<file path="src/rtl/button_debounce.sv">
// rtl/button_debounce.sv - per-channel synchroniser, debouncer, press/release pulses and sticky flags
// Optional long-press detection on btn_hold is built when HOLD_DETECT_EN is defined.
module button_debounce #(
   parameter int NUM_BTNS        = 8,
   parameter int CNT_WIDTH       = 16,
   parameter int DEBOUNCE_CYCLES = 50000,
   parameter bit ACTIVE_LOW      = 1'b0,
   parameter int HOLD_CYCLES     = 25000000
) (
   input  logic                clk,
   input  logic                rst,
   input  logic [NUM_BTNS-1:0] btn_raw,
   input  logic [NUM_BTNS-1:0] clr_press,
   output logic [NUM_BTNS-1:0] btn_level,
   output logic [NUM_BTNS-1:0] btn_press,
   output logic [NUM_BTNS-1:0] btn_release,
   output logic [NUM_BTNS-1:0] btn_sticky,
   output logic [NUM_BTNS-1:0] btn_hold
);

   localparam logic [CNT_WIDTH-1:0] CNT_LAST = CNT_WIDTH'(DEBOUNCE_CYCLES - 1);
   localparam logic [NUM_BTNS-1:0]  POL_MASK = ACTIVE_LOW ? '1 : '0;

   if (DEBOUNCE_CYCLES < 1 || HOLD_CYCLES < 1) begin : g_bad_params
      $error("button_debounce: DEBOUNCE_CYCLES and HOLD_CYCLES must be at least 1");
   end

   logic [NUM_BTNS-1:0]  s1;
   logic [NUM_BTNS-1:0]  s2;
   logic [NUM_BTNS-1:0]  stb;
   logic [CNT_WIDTH-1:0] cnt [NUM_BTNS];

   // Polarity is folded in ahead of the synchroniser so everything downstream sees 1 = pressed.
   always_ff @(posedge clk) begin
      if (rst) begin
         s1 <= '0;
         s2 <= '0;
      end else begin
         s1 <= btn_raw ^ POL_MASK;
         s2 <= s1;
      end
   end

   always_ff @(posedge clk) begin
      for (int i = 0; i < NUM_BTNS; i++) begin
         if (rst) begin
            stb[i]         <= 1'b0;
            cnt[i]         <= '0;
            btn_press[i]   <= 1'b0;
            btn_release[i] <= 1'b0;
         end else begin
            btn_press[i]   <= 1'b0;
            btn_release[i] <= 1'b0;
            if (s2[i] == stb[i]) begin
               cnt[i] <= '0;
            end else if (cnt[i] == CNT_LAST) begin
               stb[i]         <= s2[i];
               cnt[i]         <= '0;
               btn_press[i]   <= s2[i];
               btn_release[i] <= ~s2[i];
            end else begin
               cnt[i] <= cnt[i] + 1'b1;
            end
         end
      end
   end

   // A press arriving together with a clear must survive, so the set term dominates.
   always_ff @(posedge clk) begin
      if (rst) begin
         btn_sticky <= '0;
      end else begin
         btn_sticky <= btn_press | (btn_sticky & ~clr_press);
      end
   end

   assign btn_level = stb;

`ifdef HOLD_DETECT_EN
   localparam int             HOLD_W   = $clog2(HOLD_CYCLES + 1);
   localparam logic [HOLD_W-1:0] HOLD_MAX = HOLD_W'(HOLD_CYCLES);

   logic [HOLD_W-1:0]   hold_cnt [NUM_BTNS];
   logic [NUM_BTNS-1:0] hold_hit;

   always_ff @(posedge clk) begin
      for (int i = 0; i < NUM_BTNS; i++) begin
         if (rst || !stb[i]) begin
            hold_cnt[i] <= '0;
         end else if (hold_cnt[i] != HOLD_MAX) begin
            hold_cnt[i] <= hold_cnt[i] + 1'b1;
         end
      end
   end

   always_comb begin
      hold_hit = '0;
      for (int i = 0; i < NUM_BTNS; i++) begin
         hold_hit[i] = (hold_cnt[i] == HOLD_MAX);
      end
   end

   // Gating with stb drops the flag on the release edge rather than one cycle later.
   assign btn_hold = hold_hit & stb;
`else
   assign btn_hold = '0;
`endif

endmodule

</file>
<file path="config.mk">
export PLATFORM = sky130hd
export DESIGN_NAME = button_debounce
export DESIGN_NICKNAME = d
export VERILOG_FILES = /design/src/rtl/button_debounce.sv
export SDC_FILE = /design/constraint.sdc
export NUM_CORES = 1
export LEC_CHECK = 0
export BUFFER_PORTS_ARGS = -buffer_cell sky130_fd_sc_hd__buf_2
export CORE_ASPECT_RATIO = 0.7
export CORE_UTILIZATION = 50
export DETAILED_ROUTE_END_ITERATION = 10
export GPL_TIMING_DRIVEN = 0
export HOLD_SLACK_MARGIN = 0.03
export PLACE_DENSITY = 0.71
export REMOVE_ABC_BUFFERS = 1
export SLEW_MARGIN = 40
export SYNTH_ARGS = -nofsm -noshare
export SYNTH_HDL_FRONTEND = slang
export SYNTH_SLANG_ARGS = --single-unit
</file>
<file path="constraint.sdc">
create_clock -name clk -period 3.9 [get_ports clk]
set_input_delay 0 -clock clk [delete_from_list [all_inputs] [get_ports clk]]
set_output_delay 0 -clock clk [all_outputs]
set_load 0.05 [all_outputs]
</file>
==> impl_metrics.ini <==
[worst_setup_path]
worstReg2RegEnd = cnt[0][47]
cp-end-kind = register
r2r_setup_slack_ns = 1.50
ff_to_ff_path_depth = 4
worst_path_dominant_cell_family = simple AND/OR/NAND/NOR gates
cpMaxStageDelayCell = sky130_fd_sc_hd__or4_1
worst-setup-path-type = register to register
critical_path_s_largest_stage_delay_ns = 0.56
cp_num_buf_inv = 0
critPathLaunchType = register
critical_path.cell_chain = or4_1, nor4_2, or2_1, nor2_1
reg2reg_from = cnt[0][39]
crit_arrival_ns = 2.55
crit_required_ns = 4.05
crit_fanout = 15

[sta]
timing.setup.tns_ns = 0
worst_clock_skew_on_the_final_layout_ns = 0.00741
finalCritPeriodShare_pct = 61.4
max-slew-margin-rel_pct = 55.9
setup_slack_ns = 1.50
final_hold_viol_count = 0
max_freq_ghz = 0.417
setup-violations-final = 0
finalMaxSlewViolations = 0
worstMarginPinSlew_ns = 0.662
rsz0062_at_grt = no
fin_crit_ns = 2.40

[global_routing]
grt_pass1_vias = 5205
first_pass_grt_wire_length_um = 24600
global_route.overflow_total = 0
maximum_number_of_pins_on_one_net_before_global_route_repair = 55
globalRouteTotalUtil_pct = 17.8
antenna_found_initial = 0

[synthesis]
synth_cell_types = 44
synth_edf_count = 128
yosys-top-cells-count = 148 x sky130_fd_sc_hd__nor2_1, 128 x sky130_fd_sc_hd__edfxtp_1, 90 x sky130_fd_sc_hd__xnor2_1
synth_top_area_share_pct = 45.0
ys_seq_area_share_pct = 56.3
postSynthRegisterBits = 176
synth-async-reset-ratio_pct = 0
synthesis.area_per_instance_sq_um = 10.8
synth_top_area_cell = sky130_fd_sc_hd__edfxtp_1
synth.cell_area_sq_um = 8530
postSynthCellCount = 792
synth_flop_cell = sky130_fd_sc_hd__edfxtp_1
yosysWarningCount = 0
synthMostInstantiatedCell = sky130_fd_sc_hd__nor2_1
synth.top_cells.by_area = sky130_fd_sc_hd__edfxtp_1 45%, sky130_fd_sc_hd__dfxtp_1 11%, sky130_fd_sc_hd__xnor2_1 9.2%, sky130_fd_sc_hd__nor2_1 6.5%, sky130_fd_sc_hd__xor2_1 2.6%

[routing]
drt_iter0_drcs = 463
drcViolationCount = 0
detail_route.vias_per_cell = 4.77
wire_per_inst_um = 11.8
drt.antenna.violating_nets = 0
num_vias = 5810
drt_pass1_iterations = 4
totalWireLength_um = 14400

[clock_tree]
clockRootBuffer = sky130_fd_sc_hd__clkbuf_16
clk_pin_slew_ns = 0.06
tritoncts = yes
clkLatencyLatePin_ns = 0.43
cts.sink_count = 176
post-cts-setup-buffers = 0
cts_buffer_depth = 2
cts_inserted_buffers = 17
cts_hold_repair.buffers = 16
clock_tree.htree_level_count = 4
cts-resized-gates = 0

[die]
ios = 58
die-width_um = 158
die_area_sq_um = 17600
core.rowCount = 39
initial_util_pct = 51.7
placeableCoreArea_sq_um = 16500
dieHeight_um = 111

[power_and_ir_drop]
static-leakage-power_uw = 0.00367
power.total_uw = 3970
total_power_density_per_cell_area_nw_per_um2 = 393
max-vdd-ir-drop_mv = 0.247

[finish]
syn_to_final_growth_pct = 18.5
post_route_cells_drive_above_1_share_pct = 9.56
final_util_pct = 61.3
final_cell_count_no_fill = 1219
fillers = 1366
post_layout_nets = 1007
n_antenna_cell = 0

[placed_design]
detailedPlacementHpwl_um = 9740
numPortBuffers = 49
dpl_worst_slack_ns = 1.49
dp_cells = 1171
gp_congestion = 0.790

[hold_path]
hold_path.class = input port to register
holdPathStages = 2
worst_min_delay_path_startpoint = rst
worst_hold_endpoint = s1[2]

[flow_run]
max-cap-violations = 0

[status]
run_status = completed
## layer usage
| metal | wire, um | GRT usage [%] |
|---|---|---|
| met3 | 510 | 4.38 |
| met2 | 5900 | 25.0 |
| met4 | 178 | 6.22 |
| met5 | 0 | 0 |
| met1 | 7850 | 26.7 |
## registers in the layout (all words and copies together), names as in the netlist
signal / cells
cnt: 128
btn_release: 8
btn_level: 8
btn_sticky: 8
btn_press: 8
s1: 8
s2: 8
## worst max-delay path by stage
stage / from / endpoint / slack [ns] / cells after the start
after floorplan: cnt[1][55] / cnt[1][51] / 1.86 / 4
after global placement: cnt[0][39] / cnt[0][40] / 1.53 / 4
after detailed placement: cnt[0][39] / cnt[0][46] / 1.49 / 4
after CTS: cnt[0][39] / cnt[0][46] / 1.49 / 4
after global routing: cnt[0][39] / cnt[0][46] / 1.39 / 4
final: cnt[0][39] / cnt[0][47] / 1.50 / 4
## power by group
group,switching [uW],internal (uW)
clock,708,944
sequential,71.1,2070
combinational,104,74.6
## worst reg2reg max path, stage by stage, from the launching register on
cell,delay (ns)
sky130_fd_sc_hd__edfxtp_1,0.47
sky130_fd_sc_hd__or4_1,0.56
sky130_fd_sc_hd__nor4_2,0.46
sky130_fd_sc_hd__or2_1,0.52
sky130_fd_sc_hd__nor2_1,0.12
## layout make-up
type	instances	area [sq um]	share of cell area, %
inverter	30	113	1.11
clock inverter	13	138	1.36
timing repair buffer	65	408	4.03
clock buffer	19	433	4.28
multi-input combinational	691	3940	38.9
tap	225	282	2.78
sequential	176	4800	47.5
## logic make-up after synthesis
family | after synthesis | share of synthesized area, %
AOI/OAI and AO/OA | 18 | 1.16
muxes | 7 | 0.821
DFF | 176 | 56.3
xor gates and xnor gates | 115 | 11.8
buffers and inverters | 59 | 3.43
and+or+nand+nor | 407 | 25.2
other | 2 | 0.0880
adders and majority gates | 8 | 1.17
## per-stage QoR
| stage | hold WS, ns | area (sq um) |
|---|---|---|
| finish | 0.0699 | 10100 |
| global route | 0.101 | 10100 |
| CTS | 0.0655 | 10100 |
| detailed placement | 0.212 | 9390 |
| global placement | 0.208 | 9380 |
| floorplan | 0.0691 | 8860 |
## layout by cell type, fill, tap and decap left out, types with 10 or more instances in the layout
cell,netlist,layout
sky130_fd_sc_hd__nand3_1,41,41
sky130_fd_sc_hd__and3_1,14,14
sky130_fd_sc_hd__xor2_1,25,25
sky130_fd_sc_hd__nor2b_1,17,17
sky130_fd_sc_hd__inv_1,30,30
sky130_fd_sc_hd__clkbuf_16,0,17
sky130_fd_sc_hd__nor3_1,33,33
sky130_fd_sc_hd__nor2_2,10,10
sky130_fd_sc_hd__dlygate4sd3_1,0,16
sky130_fd_sc_hd__buf_2,2,48
sky130_fd_sc_hd__dfxtp_1,48,48
sky130_fd_sc_hd__conb_1,2,136
sky130_fd_sc_hd__edfxtp_1,128,128
sky130_fd_sc_hd__nor4b_1,11,11
sky130_fd_sc_hd__xnor2_1,90,90
sky130_fd_sc_hd__nand4_1,30,30
sky130_fd_sc_hd__nor2_1,148,148
sky130_fd_sc_hd__nand2_1,31,31
sky130_fd_sc_hd__nor4_1,24,24
sky130_fd_sc_hd__a21oi_1,13,13
Note: power is estimated with default switching activity, not from simulation.
